`src/rtl/lifo_frame_unloader.sv`:
```
// Frame-reversal controller driving an external LIFO through PUSH/POP strobes.
// Optional macro LIFO_FRAME_UNLOADER_OVF_EN: truncate over-long frames and flag ovf_err.
module lifo_frame_unloader #(
   parameter int DATA_WIDTH = 8,
   parameter int LIFO_DEPTH = 16
) (
`ifdef LIFO_FRAME_UNLOADER_OVF_EN
   output logic                  ovf_err,
`endif
   input  logic                  Clk,
   input  logic                  Rst,
   input  logic                  in_valid,
   output logic                  in_ready,
   input  logic [DATA_WIDTH-1:0] in_data,
   input  logic                  in_last,
   output logic                  out_valid,
   input  logic                  out_ready,
   output logic [DATA_WIDTH-1:0] out_data,
   output logic                  out_last,
   output logic                  PUSH,
   output logic                  POP,
   output logic [DATA_WIDTH-1:0] dataIn,
   input  logic [DATA_WIDTH-1:0] dataOut,
   input  logic                  EMPTY,
   input  logic                  FULL
);

   localparam int CW = $clog2(LIFO_DEPTH + 1);
   localparam logic [CW-1:0] DEPTH_C = CW'(LIFO_DEPTH);

   typedef enum logic [1:0] {ST_FILL, ST_POP, ST_CAPT, ST_SEND} state_t;

   state_t        state;
   logic [CW-1:0] count;
   logic          accept;
   logic          room;

   assign room   = (count < DEPTH_C);
   assign accept = in_valid & in_ready;

   // NOTE: every variable written in always_comb gets a default first, so no path leaves it unassigned and no latch is inferred.
   always_comb begin
      in_ready = 1'b0;
      if (!Rst && state == ST_FILL) begin
`ifdef LIFO_FRAME_UNLOADER_OVF_EN
         in_ready = !room | !FULL;
`else
         in_ready = room & !FULL;
`endif
      end
   end

   // Words accepted once the stack holds LIFO_DEPTH are swallowed, never pushed.
   assign PUSH   = accept & room;
   assign POP    = (state == ST_POP) & !EMPTY & !Rst;
   assign dataIn = Rst ? '0 : in_data;

   // NOTE: sequential state uses non-blocking assignments so every register samples pre-edge values.
   always_ff @(posedge Clk or posedge Rst) begin
      if (Rst) begin
         state     <= ST_FILL;
         count     <= '0;
         out_valid <= 1'b0;
         out_data  <= '0;
         out_last  <= 1'b0;
`ifdef LIFO_FRAME_UNLOADER_OVF_EN
         ovf_err   <= 1'b0;
`endif
      end else begin
         case (state)
            ST_FILL: begin
               if (accept) begin
                  if (room) count <= count + 1'b1;
`ifdef LIFO_FRAME_UNLOADER_OVF_EN
                  else      ovf_err <= 1'b1;
                  if (in_last) state <= ST_POP;
`else
                  if (in_last || count == DEPTH_C - 1'b1) state <= ST_POP;
`endif
               end
            end
            ST_POP: begin
               // An empty stack here means the frame bookkeeping is lost; abandon the drain.
               if (EMPTY) begin
                  count <= '0;
                  state <= ST_FILL;
               end else begin
                  count <= count - 1'b1;
                  state <= ST_CAPT;
               end
            end
            ST_CAPT: begin
               out_data  <= dataOut;
               out_valid <= 1'b1;
               out_last  <= (count == '0);
               state     <= ST_SEND;
            end
            ST_SEND: begin
               if (out_ready) begin
                  out_valid <= 1'b0;
                  out_last  <= 1'b0;
                  state     <= (count == '0) ? ST_FILL : ST_POP;
               end
            end
            default: state <= ST_FILL;
         endcase
      end
   end

endmodule

```
`config.mk`:
```
export PLATFORM = sky130hd
export DESIGN_NAME = lifo_frame_unloader
export DESIGN_NICKNAME = d
export VERILOG_FILES = /design/src/rtl/lifo_frame_unloader.sv
export SDC_FILE = /design/constraint.sdc
export NUM_CORES = 1
export LEC_CHECK = 0
export CORE_AREA = 2 2 52 54
export CTS_BUF_LIST = sky130_fd_sc_hd__clkbuf_8
export CTS_CLUSTER_DIAMETER = 30
export DETAILED_ROUTE_END_ITERATION = 12
export DIE_AREA = 0 0 54 56
export GPL_ROUTABILITY_DRIVEN = 0
export PLACE_DENSITY = 0.77
export SLEW_MARGIN = 10
export SYNTH_ARGS = -nofsm -noshare
export SYNTH_HDL_FRONTEND = slang
export SYNTH_SLANG_ARGS = --single-unit
```
`constraint.sdc`:
```
create_clock -name Clk -period 1.9 [get_ports Clk]
set_clock_uncertainty 0.1 [all_clocks]
set_input_delay 0.19 -clock Clk [delete_from_list [all_inputs] [get_ports Clk]]
set_output_delay 0.19 -clock Clk [all_outputs]
set_load 0.05 [all_outputs]
```
; Word-level counts from Yosys, hierarchy flattened
; Cells that the tools add are included.
[op_classes]
eq_ne = 8
bitwise_logic = 5
n_reduce_logical = 12
addsub = 2
n_mux = 15
magnitude_cmp = 1
[op_table]
columns = cell, n
row1 = $mux 5, 3
row2 = $pmux 5 s2, 1
row3 = $mux 2, 4
row4 = $mux 8, 1
row5 = $pmux 2 s4, 1
row6 = $ne 2x2->1 const B, 3
row7 = $reduce_and 3->1, 2
row8 = $add 5x1->5 const B, 1
row9 = $and 1x1->1, 5
row10 = $eq 5x4->1 const B, 1
row11 = $logic_not 5->1, 1
row12 = $lt 5x5->1 const B, 1
row13 = $sub 5x1->5 const B, 1
row14 = $eq 2x2->1 const B, 2
row15 = $pmux 1 s2, 2
row16 = $reduce_bool 2->1, 2
row17 = $logic_not 1->1, 3
row18 = $mux 1, 3
row19 = $eq 2x1->1 const B, 1
row20 = $logic_not 2->1, 1
row21 = $ne 2x1->1 const B, 1
row22 = $reduce_and 2->1, 1
row23 = $logic_and 1x1->1, 1
row24 = $logic_or 1x1->1, 1
[totals]
register_bits = 17
output_inout_bits = 21
word_cells = 48
in_bits = 23

; Depth between registers and ports, before layout
[depth]
word_depth = 6
mapped_depth = 6
mapped_depth_nobuf = 6

; Worst setup path before layout
; OpenSTA, ideal clock, no wires.
[synth_timing]
path_type = register -> output
from = register count[4]
to = output port PUSH
slack_ps = -79
arrival_time_ps = 1689
required_time_ps = 1610
path_stages_with_launch = 4
path_cell_list = dfrtp_1 -> nor4b_4 -> and2_4 -> nor2b_1
[synth_between]
elab_chain_cells = 5
[synth_rtl]
columns = item, line
row1 = start: declaration, 34  ; logic [CW-1:0] count;
row2 = start signal: assignment, 73  ; if (room) count <= count + 1'b1;
row3 = start signal: assignment, 88  ; count <= count - 1'b1;
row4 = $lt 5x5->1 (*), 38  ; assign room = (count < DEPTH_C);
row5 = $and 1x1->1, 48  ; in_ready = room & !FULL;
row6 = $mux 1, 44  ; if (!Rst && state == ST_FILL) begin
row7 = $and 1x1->1, 39  ; assign accept = in_valid & in_ready;
row8 = $and 1x1->1 (*), 54  ; assign PUSH = accept & room;
row9 = end: declaration, 20  ; output logic PUSH,
; Every way passes the cells marked *; elsewhere a longest branch is shown, timed or not.

; Worst setup path in the final report
[layout_timing]
from = register count[4]
to = output port in_ready
[layout_between]
elab_chain_cells = 3
[layout_rtl]
columns = item, line
row1 = $lt 5x5->1, 38
row2 = $and 1x1->1, 48
row3 = $mux 1, 44
row4 = end: declaration, 13  ; output logic in_ready,
; Every way passes these cells.

==> flow_summary.ini <==
[worst_setup_path]
r2r_cells = 5
r2r-end = count[4]$_DFFE_PP0P_
cpMaxStageDelayCell = or4_1
critPathCaptureType = primary output
start_kind = flip-flop
cp.depth = 3
crit_family = simple AND/OR/NAND/NOR gates
cp-startpoint = count[4]$_DFFE_PP0P_
cp.arrival_ns = 1.53
path_buf_inv = 1
r2r-start = count[0]$_DFFE_PP0P_
cp.required_ns = 1.61
cp-endpoint = in_ready
crit_chain = or4_1 -> nor2_2 -> buf_12
r2r_setup_slack_ns = 0.21
cpPeakStageDelay_ns = 0.54
worstSetupPathType = flip-flop to primary output
cp_max_fo = 5

[synthesis]
async_flop_share = 1.00
synth_edf_count = 0
yosysWarnings = 0
syn_inst = 94
synth_top_family_by_area = simple AND/OR/NAND/NOR gates
synth_compound_area_frac = 0.138
synthMuxAreaShare = 0.104
syn-cell-area_sq_um = 977
synth_nets = 120
synth_flop_cell = dfrtp_1
synth-simple-area-share = 0.241
ys_seq_elements = 17
ys_seq_area_frac = 0.435
synthAdderAreaFrac = 0.0384
synth_xor_area_frac = 0
syn_avg_cell_area_sq_um = 10.4
synth_cell_types = 34

[cts]
cts.sink_count = 17
clockBufferDepth = 2
cts.htree.levels = 1
cts_tree = done
hold_buffers = 0
clockRootBuffer = clkbuf_8
insertion_delay_ns = 0.25
numCtsBuffers = 3
clk_pin_slew_ns = 0.06

[die]
io_pins = 44
num_rows = 18
die_w_um = 54
fp.dieH_um = 56
initial_core_util = 0.402
core_area_sq_mm = 0.00243
die_area_sq_mm = 0.00302

[detailed_routing]
ant_nets = 0
drt_wl_total_um = 2340
vias = 893
wl_per_cell_um = 13.7
drc = 0
via_per_inst = 5.22
drtIter0Drc = 25
firstDrtPassIters = 4

[timing]
rsz0062_at_grt = no
post-route-min-period_ns = 1.82
fin_ws_ns = 0.0753
finalSetupViolations = 0
worst_pin_slew_ns = 0.512
setup_tns_ns = 0
relSlewSlack = 0.657
post-route-period-util = 0.960
fmax_mhz = 548
hold_viol_final = 0
drv_slew = 0

[grt]
gr-total-overflow = 0
grt_usage = 0.174
antenna_found_initial = 0
grt_max_degree = 15
grt_pass1_vias = 931
grt_pass1_wl_um = 4020

[place]
pre_cts_slack_ns = 0.0957
hpwlAfterDp_um = 1880
io_buffer_count = 43

[power_and_ir_drop]
ir_drop_uv = 1060
p_leak_nw = 0.683
pwr_density_cell_mw_per_mm2 = 1500
power.total_w = 0.00243

[final_layout]
fill_cells = 195
syn2layout_area_growth_pct = 65.3
final_cell_mix = clkdlybuf4s50_1 (32), dfrtp_1 (15), buf_12 (11), nor2b_1 (9), mux2_2 (9)
diodes = 0
final_common_cell = clkdlybuf4s50_1
layout-drive-gt1-share = 0.277
nNetsFinal = 168

[run]
cap_violations = 0

[status]
run_status = finished, final reports clean

[worst_hold_path]
hp-class = primary input to async pin
## timing repair
action / CTS / global route
resized for setup: 0 / 3
setup buffers: 0 / 0
setup endpoints to repair: 0 / 3
## cell type report
type                    instances  area [sq um]  area share
multi-input cells              68           514       0.318
inverters                       5          18.8      0.0116
well taps                      30          37.5      0.0232
clock inverters                 1          5.00     0.00310
flip-flops and latches         17           428       0.265
clock buffers                   3          41.3      0.0256
repair buffers                 47           571       0.353
## kinds of logic (layout without fill, tap and decap cells)
group,after synthesis,after routing
fa+ha+maj,3,3
flops,17,17
compound gates,18,18
buf+inv,9,56
mux,9,9
simple gates,38,38
## cells in the mapped netlist, drive strengths merged (2+ instances only)
cell,number,area share
nor2b,10,0.064
nor4b,2,0.040
buf,3,0.020
a21oi,2,0.014
nand2,8,0.031
o21ai,6,0.031
dfrtp,17,0.44
nor3,2,0.010
nor2,7,0.027
and3,2,0.013
mux2,9,0.10
ha,3,0.038
inv,5,0.019
## worst register-to-register path, delay by kind of cell (launching register included)
kind	cells	cell delay [ns]
compound gates	2	0.34
fa+ha+maj	2	0.53
flops	1	0.45
simple gates	1	0.19
## worst min path at each step
stage / start / end / slack (ns) / cells after the start
global route: Rst / async pin / 0.41 / 3
global placement: out_valid$_DFFE_PP0P_ / out_valid$_DFFE_PP0P_ / 0.36 / 1
floorplan: Rst / async pin / 0.23 / 2
CTS: Rst / state[0]$_DFFE_PP0P_ / 0.36 / 3
finish: Rst / async pin / 0.35 / 3
detailed placement: out_valid$_DFFE_PP0P_ / out_valid$_DFFE_PP0P_ / 0.37 / 1
## report_power, final
part | internal (W) | switching, W | total (W)
clock network | 0.000145 | 0.000121 | 0.000266
logic | 0.000617 | 0.000845 | 0.00146
registers | 0.000545 | 0.000153 | 0.000699
total | 0.00131 | 0.00112 | 0.00243
## through the flow
| stage | cells | area, sq um | util | hold slack, ns |
|---|---|---|---|---|
| after floorplan | 94 | 980 | - | 0.228 |
| final | 171 | 1620 | 0.664 | 0.354 |
| after global routing | 171 | 1620 | 0.664 | 0.409 |
| after detailed placement | 167 | 1560 | 0.643 | 0.373 |
| after global placement | 167 | 1560 | 0.643 | 0.365 |
| after CTS | 171 | 1610 | 0.662 | 0.359 |
## sequential cells by signal, indices dropped and copies added, names as in the netlist, named ones only
signal / cells
out_data: 8
out_last: 1
count: 5
out_valid: 1
state: 1
## metal layers
layer	wire length, um	share of wire	track usage	up-vias
met5	0	0	0	-
met4	0	0	0.0321	0
met3	145	0.062	0.0296	0
met2	1220	0.52	0.303	31
met1	969	0.41	0.221	438
li1	-	-	-	424
(Power assumes the default switching activity.)
